<file path="config.mk">
export PLATFORM = sky130hd
export DESIGN_NAME = nf_rule_serializer
export DESIGN_NICKNAME = d
export VERILOG_FILES = /design/src/rtl/nf_rule_serializer_pkg.sv /design/src/rtl/nf_rule_serializer_ffs_32.sv /design/src/rtl/nf_rule_serializer.sv
export SDC_FILE = /design/constraint.sdc
export NUM_CORES = 2
export LEC_CHECK = 0
export ABC_AREA = 1
export ABC_CLOCK_PERIOD_IN_PS = 6900
export BUFFER_PORTS_ARGS = -buffer_cell sky130_fd_sc_hd__buf_2
export CAP_MARGIN = 25
export CORE_AREA = 2 2 312 314
export CTS_CLUSTER_SIZE = 25
export DETAILED_ROUTE_END_ITERATION = 10
export DIE_AREA = 0 0 314 316
export HOLD_SLACK_MARGIN = 0.02
export PLACE_DENSITY_LB_ADDON = 0.1
export SLEW_MARGIN = 20
export SYNTH_ARGS = -nofsm -noshare
export SYNTH_HDL_FRONTEND = slang
export SYNTH_SLANG_ARGS = --single-unit
</file>
<file path="constraint.sdc">
create_clock -name Clk -period 6.9 [get_ports Clk]
set_input_delay 0.69 -clock Clk [delete_from_list [all_inputs] [get_ports Clk]]
set_output_delay 0.69 -clock Clk [all_outputs]
set_load 0.005 [all_outputs]
</file>
<file path="src/rtl/nf_rule_serializer_pkg.sv">
// Shared types and constants for the non-fast-pattern rule serializer:
// packet metadata layout, stats register map and FSM state encoding.
package nf_rule_serializer_pkg;

  localparam int RULE_W_DEF = 16;
  localparam int SLOTS_DEF  = 32;

  typedef struct packed {
    logic [15:0] flow_id;
    logic [15:0] pkt_len;
    logic [31:0] timestamp;
  } metadata_t;

  localparam logic [7:0] REG_NF_SER_PKT  = 8'h00;
  localparam logic [7:0] REG_NF_SER_RULE = 8'h04;
  localparam logic [7:0] REG_NF_SER_ZERO = 8'h08;

  typedef enum logic [2:0] {
    IDLE,
    LOAD,
    SCAN,
    FLUSH,
    ZERO,
    META
  } ser_state_t;

endpackage

</file>
<file path="src/rtl/nf_rule_serializer_ffs_32.sv">
// Lowest-set-bit priority encoder over a 32-bit vector; bit 0 wins.
module ffs_32 (
  input  logic [31:0] vec,
  output logic        found,
  output logic [4:0]  idx
);

  always_comb begin
    found = |vec;
    idx   = '0;
    for (int k = 31; k >= 0; k--) begin
      if (vec[k]) idx = 5'(k);
    end
  end

endmodule

</file>
<file path="src/rtl/nf_rule_serializer.sv">
// Turns 512-bit rule-slot frames into a stream of one rule ID per beat,
// followed by the packet's metadata, keeping one rule frame per metadata beat.
module nf_rule_serializer
  import nf_rule_serializer_pkg::*;
#(
  parameter int RULE_W = RULE_W_DEF,
  parameter int SLOTS  = SLOTS_DEF
) (
  input  logic                    Clk,
  input  logic                    Rst_n,
  input  logic                    in_meta_valid,
  output logic                    in_meta_ready,
  input  logic [$bits(metadata_t)-1:0] in_meta_data,
  input  logic                    in_usr_valid,
  output logic                    in_usr_ready,
  input  logic [RULE_W*SLOTS-1:0] in_usr_data,
  input  logic                    in_usr_eop,
  output logic                    out_meta_valid,
  input  logic                    out_meta_ready,
  output logic [$bits(metadata_t)-1:0] out_meta_data,
  output logic                    out_rule_valid,
  input  logic                    out_rule_ready,
  output logic [RULE_W-1:0]       out_rule_data,
  output logic                    out_rule_sop,
  output logic                    out_rule_eop,
  output logic                    out_rule_empty,
  input  logic                    stats_wr,
  input  logic [7:0]              stats_addr,
  input  logic [31:0]             stats_wdata,
  output logic [31:0]             stats_in_pkt,
  output logic [31:0]             stats_out_rule,
  output logic [31:0]             stats_zero_rule_pkt
);

  localparam int BEAT_W = RULE_W * SLOTS;
  localparam logic [SLOTS-1:0] ONE_HOT0 = {{(SLOTS-1){1'b0}}, 1'b1};

  ser_state_t              state;
  logic [$bits(metadata_t)-1:0] meta_q;
  logic [BEAT_W-1:0]       beat_q;
  logic [SLOTS-1:0]        mask;
  logic [SLOTS-1:0]        nz_mask;
  logic                    eop_q;
  logic                    first_flag;
  logic                    pend_valid;
  logic [RULE_W-1:0]       pend_data;
  logic                    pend_first;
  logic                    found;
  logic [4:0]              slot_idx;
  logic [RULE_W-1:0]       sel_rule;
  logic                    out_free;

  ffs_32 u_ffs (
    .vec   (mask),
    .found (found),
    .idx   (slot_idx)
  );

  // Slot 0 sits in the most significant RULE_W bits of the beat.
  always_comb begin
    nz_mask  = '0;
    sel_rule = '0;
    for (int k = 0; k < SLOTS; k++) begin
      nz_mask[k] = |in_usr_data[BEAT_W-1-RULE_W*k -: RULE_W];
      if (slot_idx == 5'(k)) sel_rule = beat_q[BEAT_W-1-RULE_W*k -: RULE_W];
    end
  end

  assign out_free       = !out_rule_valid || out_rule_ready;
  assign out_meta_data  = meta_q;
  assign out_rule_empty = 1'b0;

  always_ff @(posedge Clk) begin
    if (!Rst_n) begin
      state               <= IDLE;
      meta_q              <= '0;
      beat_q              <= '0;
      mask                <= '0;
      eop_q               <= 1'b0;
      first_flag          <= 1'b0;
      pend_valid          <= 1'b0;
      pend_data           <= '0;
      pend_first          <= 1'b0;
      in_meta_ready       <= 1'b0;
      in_usr_ready        <= 1'b0;
      out_meta_valid      <= 1'b0;
      out_rule_valid      <= 1'b0;
      out_rule_data       <= '0;
      out_rule_sop        <= 1'b0;
      out_rule_eop        <= 1'b0;
      stats_in_pkt        <= '0;
      stats_out_rule      <= '0;
      stats_zero_rule_pkt <= '0;
    end else begin
      if (out_rule_valid && out_rule_ready) begin
        out_rule_valid <= 1'b0;
        if (out_rule_data != '0) stats_out_rule <= stats_out_rule + 32'd1;
      end

      case (state)
        IDLE: begin
          if (in_meta_valid && in_meta_ready) begin
            meta_q        <= in_meta_data;
            in_meta_ready <= 1'b0;
            in_usr_ready  <= 1'b1;
            first_flag    <= 1'b1;
            state         <= LOAD;
          end else begin
            in_meta_ready <= 1'b1;
          end
        end

        LOAD: begin
          if (in_usr_valid && in_usr_ready) begin
            beat_q       <= in_usr_data;
            mask         <= nz_mask;
            eop_q        <= in_usr_eop;
            in_usr_ready <= 1'b0;
            state        <= SCAN;
          end
        end

        // A rule only leaves the pending slot once a newer one shows up, so
        // the last rule of a frame is still held when we learn it carries eop.
        SCAN: begin
          if (found) begin
            if (!pend_valid || out_free) begin
              if (pend_valid) begin
                out_rule_valid <= 1'b1;
                out_rule_data  <= pend_data;
                out_rule_sop   <= pend_first;
                out_rule_eop   <= 1'b0;
              end
              pend_valid <= 1'b1;
              pend_data  <= sel_rule;
              pend_first <= first_flag;
              first_flag <= 1'b0;
              mask       <= mask & ~(ONE_HOT0 << slot_idx);
            end
          end else if (!eop_q) begin
            in_usr_ready <= 1'b1;
            state        <= LOAD;
          end else if (pend_valid) begin
            state <= FLUSH;
          end else begin
            state <= ZERO;
          end
        end

        FLUSH: begin
          if (out_free) begin
            out_rule_valid <= 1'b1;
            out_rule_data  <= pend_data;
            out_rule_sop   <= pend_first;
            out_rule_eop   <= 1'b1;
            pend_valid     <= 1'b0;
            out_meta_valid <= 1'b1;
            state          <= META;
          end
        end

        // A packet with no rules still gets a single all-zero rule beat so
        // every metadata beat has exactly one matching rule frame.
        ZERO: begin
          if (out_free) begin
            out_rule_valid      <= 1'b1;
            out_rule_data       <= '0;
            out_rule_sop        <= 1'b1;
            out_rule_eop        <= 1'b1;
            stats_zero_rule_pkt <= stats_zero_rule_pkt + 32'd1;
            out_meta_valid      <= 1'b1;
            state               <= META;
          end
        end

        META: begin
          if (out_meta_valid && out_meta_ready) begin
            out_meta_valid <= 1'b0;
            stats_in_pkt   <= stats_in_pkt + 32'd1;
            in_meta_ready  <= 1'b1;
            state          <= IDLE;
          end
        end

        default: state <= IDLE;
      endcase

      // Software preload takes priority over the running increment.
      if (stats_wr) begin
        case (stats_addr)
          REG_NF_SER_PKT:  stats_in_pkt        <= stats_wdata;
          REG_NF_SER_RULE: stats_out_rule      <= stats_wdata;
          REG_NF_SER_ZERO: stats_zero_rule_pkt <= stats_wdata;
          default: ;
        endcase
      end
    end
  end

endmodule

</file>
Word level (Yosys, flattened, before mapping)

Index checks and enable logic that the tools add are counted.

Input bits: 624
Bits in registers: 749
Output and inout port bits: 183

Bitwise logic cells: 2
Reductions and logical operators: 66
Shift operators: 1
Add/subtract/negate cells: 3
Equal/unequal tests: 49
Multiplexer cells: 127

Operators by type and width:

| operator                                             | number |
|---|---|
| 2-to-1 mux 16 bit                                    | 37 |
| OR reduction 16 bit                                  | 32 |
| 2-to-1 mux 32 bit                                    | 15 |
| 2-to-1 mux 5 bit                                     | 32 |
| adder 32 x 1 -> 32 bit (second input constant)       | 3 |
| equality test 5 bit (second input constant)          | 16 |
| case mux 32 bit (2 select lines)                     | 1 |
| case mux 16 bit (3 select lines)                     | 1 |
| equality test 5 x 4 -> 1 bit (second input constant) | 8 |
| AND 32 bit                                           | 1 |
| NOT 32 bit                                           | 1 |
| OR reduction 32 bit                                  | 1 |
| left shift 1 x 5 -> 32 bit (first input constant)    | 1 |
| 2-to-1 mux 1 bit                                     | 25 |
| 2-to-1 mux 3 bit                                     | 7 |
| equality test 5 x 3 -> 1 bit (second input constant) | 4 |
| != test 2 bit (second input constant)                | 10 |
| nonzero test 16 bit                                  | 1 |
| case mux 3 bit (5 select lines)                      | 1 |
| AND reduction 5 bit                                  | 3 |
| case mux 1 bit (2 select lines)                      | 6 |
| AND reduction 4 bit                                  | 3 |
| nonzero test 2 bit                                   | 6 |
| equality test 5 x 2 -> 1 bit (second input constant) | 2 |
| 19 further kinds                                     | 31 |

Longest topological paths before layout

Depth after elaboration: 65
Gate-level depth with buffers: 55
Depth with buffers taken out: 55

Modules after synthesis

A second synthesis with hierarchy kept.

Cell total of the unflattened synthesis: 5,069
Area, all modules: 34,589.4 µm²

Modules (own cells, without submodules):

| module             | sequential area each (µm²) | instances | cells each | area each (µm²) |
|---|---|---|---|---|
| nf_rule_serializer | 14,994.4                   | 1         | 4,962      | 34,119.0 |
| ffs_32             | 0.0                        | 1         | 107        | 470.5 |

Least setup slack after synthesis

Ideal clock, no wire load.

Path type: reg-to-reg
Start point: register mask[30]
End point: register pend_data[8]
Cell stages (with the launch flop): 52
Data required time: 6,770 ps
Path buffers: 0
Setup time: 130 ps
Setup slack: 3,477 ps
Arrival: 3,293 ps
Cells stage by stage: dfxtp_1 inv_1 nand2_1 nand2_1 nand2_1 nand2_1 nand2_1 nand2_1 nand2_1 nand2_1 nand2_1 nand2_1 nand2_1 nand2_1 nand2_1 nand2_1 nand2_1 nand2_1 [16 not listed] inv_2 nor2_8 inv_2 or2_2 nand2_1 nand3_1 nand2_1 nand4_1 nand2_1 nand3_1 nand2_1 nand3_1 nor2_1 nand4_1 nand2_1 nand3_1 nand2_1 a21oi_2

Longest elaborated chain between the ends: 64
Elaborated cells on any way between the ends: 97

Ends and longest elaborated chain:

| what                            | line                            | source |
|---|---|---|
| start: declaration              | nf_rule_serializer.sv:41        | `logic [SLOTS-1:0] mask;` |
| start signal: assignment        | nf_rule_serializer.sv:116       | `mask <= nz_mask;` |
| start signal: assignment        | nf_rule_serializer.sv:138       | `mask <= mask & ~(ONE_HOT0 << slot_idx);` |
| 2-to-1 mux 5 bit (31 in a row)  | nf_rule_serializer_ffs_32.sv:12 | `if (vec[k]) idx = 5'(k);` |
| logical NOT 5 bit               | nf_rule_serializer.sv:65        | `if (slot_idx == 5'(k)) sel_rule = beat_q[BEAT_W-1-RULE_W*k -: RULE_W];` |
| 2-to-1 mux 16 bit (32 in a row) | nf_rule_serializer.sv:65        |  |
| end signal: assignment          | nf_rule_serializer.sv:135       | `pend_data <= sel_rule;` |
| end: declaration                | nf_rule_serializer.sv:46        | `logic [RULE_W-1:0] pend_data;` |

Parallel ways exist; a longest one is shown, timed or not.
A chain may end at the register's enable or synchronous reset.

Worst setup path after layout

Start point: register mask[12]
End point: register pend_data[5]

Longest elaborated chain between the ends: 46
Elaborated cells on any way between the ends: 79

Ends and longest elaborated chain:

| what                            | line |
|---|---|
| 2-to-1 mux 5 bit (13 in a row)  | nf_rule_serializer_ffs_32.sv:12 |
| logical NOT 5 bit               | nf_rule_serializer.sv:65 |
| 2-to-1 mux 16 bit (32 in a row) | nf_rule_serializer.sv:65 |

Parallel ways exist; a longest one is shown, timed or not.

==> metrics.log <==
INFO  metric run_status = finished, final reports clean
INFO  metric fmax = 0.199 GHz
INFO  metric cts_inserted_buffers = 86
INFO  metric htree_num_levels = 3
INFO  metric ir_worst_vdd = 233 uV
INFO  metric drt_pass1_iterations = 6
INFO  metric holdPathStages = 3
INFO  metric synth_fp_nets = 5,630
INFO  metric unrepaired_setup_endpoints_after_global_routing = no
INFO  metric sum_of_negative_setup_slack = 0 ns
INFO  metric worst-endpoint-arrival = 5.53 ns
INFO  metric max_slew.worst_pin.slew = 1.18 ns
INFO  metric port_buffers = 805
INFO  metric initial_core_util = 36.3%
INFO  metric clock-root-buffer = sky130_fd_sc_hd__clkbuf_16
INFO  metric criticalPathCategory = reg -> reg
INFO  metric synth_top_flop_cell = sky130_fd_sc_hd__dfxtp_1
INFO  metric netlist_area = 0.0349 mm^2
INFO  metric antenna_found_initial = 13
INFO  metric worst_r2r_path_depth = 26
INFO  metric flow.area_growth_from_synthesis = 22.4%
INFO  metric dieArea = 0.0992 mm^2
INFO  metric hpwlAfterDp = 117,000 um
INFO  metric critical_path_required = 7.41 ns
INFO  metric clk_transition_reported_paths = 0.06 ns
INFO  metric clock_insertion_delay_worst_skew = 0.65 ns
INFO  metric r2r_start = mask[12]
INFO  metric top_cells_by_count_synth = 825 x sky130_fd_sc_hd__nor2_1, 749 x sky130_fd_sc_hd__dfxtp_1, 701 x sky130_fd_sc_hd__o21ai_0
INFO  metric core_region_area = 0.0960 mm^2
INFO  metric timing.final.setup_violations = 0
INFO  metric global_route.overflow_total = 0
INFO  metric yosys_warnings = 0
INFO  metric placement_rows = 114
INFO  metric period_minus_slack = 5.02 ns
INFO  metric route.vias.total = 36.7k
INFO  metric antenna_violating_nets_post_route = 0
INFO  metric vias_per_cell = 5.24
INFO  metric worst_r2r_endpoint = pend_data[5]
INFO  metric nets = 6,283
INFO  metric number_of_gates_resized_after_cts = 0
INFO  metric drc = 0
INFO  metric drt-initial-drc-count = 3,942
INFO  metric synth-edff-count = 0
INFO  metric setup_skew = 0.0222 ns
INFO  metric synth_seq_cells = 749
INFO  metric die_height = 316 um
INFO  metric r2r_setup_slack = 1.88 ns
INFO  metric synth.yosys.seq_area_share = 43.0%
INFO  metric fraction_of_layout_instances_using_a_drive_strength_above_1 = 18.5%
INFO  metric route.detailed.wl_per_inst = 21.7 um
INFO  metric fraction_of_synthesis_flops_using_an_asynchronous_set_or_reset_pin = 0%
INFO  metric pre_cts_slack = 2.01 ns
INFO  metric final_hold_viol_count = 0
INFO  metric cts_buffer_depth = 3
INFO  metric die_x = 314 um
INFO  metric synth_largest_area_cell = sky130_fd_sc_hd__dfxtp_1
INFO  metric timing.max_cap.violations = 0
INFO  metric final_max_slew_viol_count = 0
INFO  metric holdCritPathClass = in -> reg
INFO  metric yosys.area.top_type_share = 43.0%
INFO  metric cts_setup_buffers = 0
INFO  metric syn-instance-count = 5,003
INFO  metric gpl.final_weighted_congestion = 0.944
INFO  metric clock_sinks = 749
INFO  metric io-pin-count = 807
INFO  metric final_critical_path_setup_slack = 1.88 ns
INFO  metric powerDensity = 358 mW/mm^2
INFO  metric pin_count_of_the_biggest_net_entering_global_routing = 236
INFO  metric most_repeated_cell_in_the_gate_level_netlist_after_synthesis = sky130_fd_sc_hd__nor2_1
INFO  metric finalCritPeriodShare = 72.8%
INFO  metric endpoint = pend_data[5]
INFO  metric synthTopCellsByArea = sky130_fd_sc_hd__dfxtp_1 43%, sky130_fd_sc_hd__o21ai_0 10%, sky130_fd_sc_hd__nor2_1 8.9%, sky130_fd_sc_hd__inv_1 6.6%, sky130_fd_sc_hd__a21oi_1 6.5%
INFO  metric number_of_global_route_vias_before_repair = 34.3k
INFO  metric end_kind = flop
INFO  metric path_max_fanout = 36
INFO  metric startpoint = mask[12]
INFO  metric cts_hold_buf = 0
INFO  metric global_route_wire_length_before_repair = 219,000 um
INFO  metric post_synth_num_cell_types = 57
INFO  metric routed_wirelength = 152,000 um
INFO  metric setup.worst_path.start_class = flop
INFO  metric avg_inst_size_synth = 6.97 um^2
INFO  metric grtUsageTotal = 29.2%
INFO  metric fillerInstances = 10.1k
INFO  metric static-leakage-power = 20.0 nW
INFO  metric tritoncts_clock_tree = done
INFO  metric timing.max_slew.rel_slack = 20.0%
==> area by class of cell <==
type	instances	area, um^2	area share, %
diodes	8	20.0	0.0469
clock buffers	122	2500	5.85
clock inverters	35	433	1.01
inverters	638	2410	5.65
multi-input cells	3347	16400	38.5
flip-flops and latches	749	15000	35.1
well taps	1276	1600	3.74
repair buffers	834	4320	10.1
==> state kept, by name (all words and copies together), names as in the netlist, 3 cells and up <==
signal / flops
beat_q: 512
stats_zero_rule_pkt: 32
pend_data: 16
mask: 32
state: 3
out_rule_data: 16
stats_in_pkt: 32
stats_out_rule: 32
out_meta_data: 64
==> layer usage <==
layer / routed length, um / share of wire, % / global-route usage, % / up-vias
met5: 17 / 0.011 / 0 / -
met4: 5100 / 3.3 / 9.77 / 2
met3: 9970 / 6.5 / 4.11 / 245
met2: 71300 / 47 / 48.1 / 1365
met1: 66000 / 43 / 39.2 / 17231
li1: - / - / - / 17874
==> metrics by stage <==
stage,utilization [%],cells,total power [W],hold WS (ns),cell area [um^2]
global placement,41.4,6842,0.0104,0.443,39700
finish,44.5,7009,0.0153,0.261,42700
detailed placement,41.4,6843,0.0105,0.449,39700
floorplan,-,5003,0.00846,0.430,34900
CTS,44.4,7000,0.0153,0.227,42600
global route,44.5,7009,0.0160,0.254,42700
==> placed cells by master (no fill, tap or decap), drive strengths merged, types with 101 or more instances in the layout <==
cell type / n
nor4: 101
nand3: 111
nor2: 847
nand4: 182
buf: 834
inv: 637
a21oi: 459
nand2: 606
o21ai: 713
dfxtp: 749
clkbuf: 122
==> power breakdown <==
part	leakage (nW)	internal (W)	switching, W
clock network	1.44	0.00283	0.00196
logic	12.5	0.00150	0.00382
registers	6.06	0.00481	0.000384
==> worst min path at each step <==
stage | startpoint | endpoint | slack, ns
after floorplan | beat_q[110] | beat_q[110] | 0.43
after global placement | beat_q[280] | beat_q[280] | 0.44
after detailed placement | beat_q[175] | beat_q[175] | 0.45
after CTS | in_meta_data[52] | out_meta_data[52] | 0.23
after global routing | in_meta_data[54] | out_meta_data[54] | 0.25
final | in_meta_data[63] | out_meta_data[63] | 0.26
==> cells by family (layout without fill, tap and decap cells) <==
| kind of cell | count (synthesis) | count (layout) | share of synthesized area [%] |
|---|---|---|---|
| XOR/XNOR | 75 | 75 | 1.88 |
| flip-flops | 749 | 749 | 43.0 |
| adder cells (fa/ha/maj) | 3 | 3 | 0.108 |
| other | 1 | 9 | 0.0107 |
| buffers and inverters | 907 | 1629 | 10.1 |
| AND/OR/NAND/NOR | 1923 | 1923 | 24.3 |
| AO/OA/AOI/OAI | 1345 | 1345 | 20.7 |
==> critical path, stage by stage, from the launching register on <==
cell and delay [ns]:
sky130_fd_sc_hd__dfxtp_1 0.33, sky130_fd_sc_hd__nor2_1 0.15, sky130_fd_sc_hd__nand3_1 0.14, sky130_fd_sc_hd__nor2_1 0.21, sky130_fd_sc_hd__nand2_1 0.18, sky130_fd_sc_hd__nor2_8 0.49, sky130_fd_sc_hd__inv_2 0.45, sky130_fd_sc_hd__nand4_1 0.33
sky130_fd_sc_hd__inv_2 0.17, sky130_fd_sc_hd__nand2_1 0.10, sky130_fd_sc_hd__nand3_1 0.08, sky130_fd_sc_hd__nor2_1 0.15, sky130_fd_sc_hd__nand4_1 0.15, sky130_fd_sc_hd__nor2_1 0.13, sky130_fd_sc_hd__nand4_1 0.14, sky130_fd_sc_hd__nand2_1 0.12
sky130_fd_sc_hd__nand4_1 0.14, sky130_fd_sc_hd__nor2_1 0.27, sky130_fd_sc_hd__nand4_1 0.13, sky130_fd_sc_hd__nand2_1 0.13, sky130_fd_sc_hd__nand4_1 0.09, sky130_fd_sc_hd__nor2_1 0.31, sky130_fd_sc_hd__nand4_1 0.14, sky130_fd_sc_hd__nor2_1 0.11
sky130_fd_sc_hd__nand4_1 0.09, sky130_fd_sc_hd__nand2_1 0.08, sky130_fd_sc_hd__a21oi_1 0.05
Note: power is estimated with default switching activity, not from simulation.
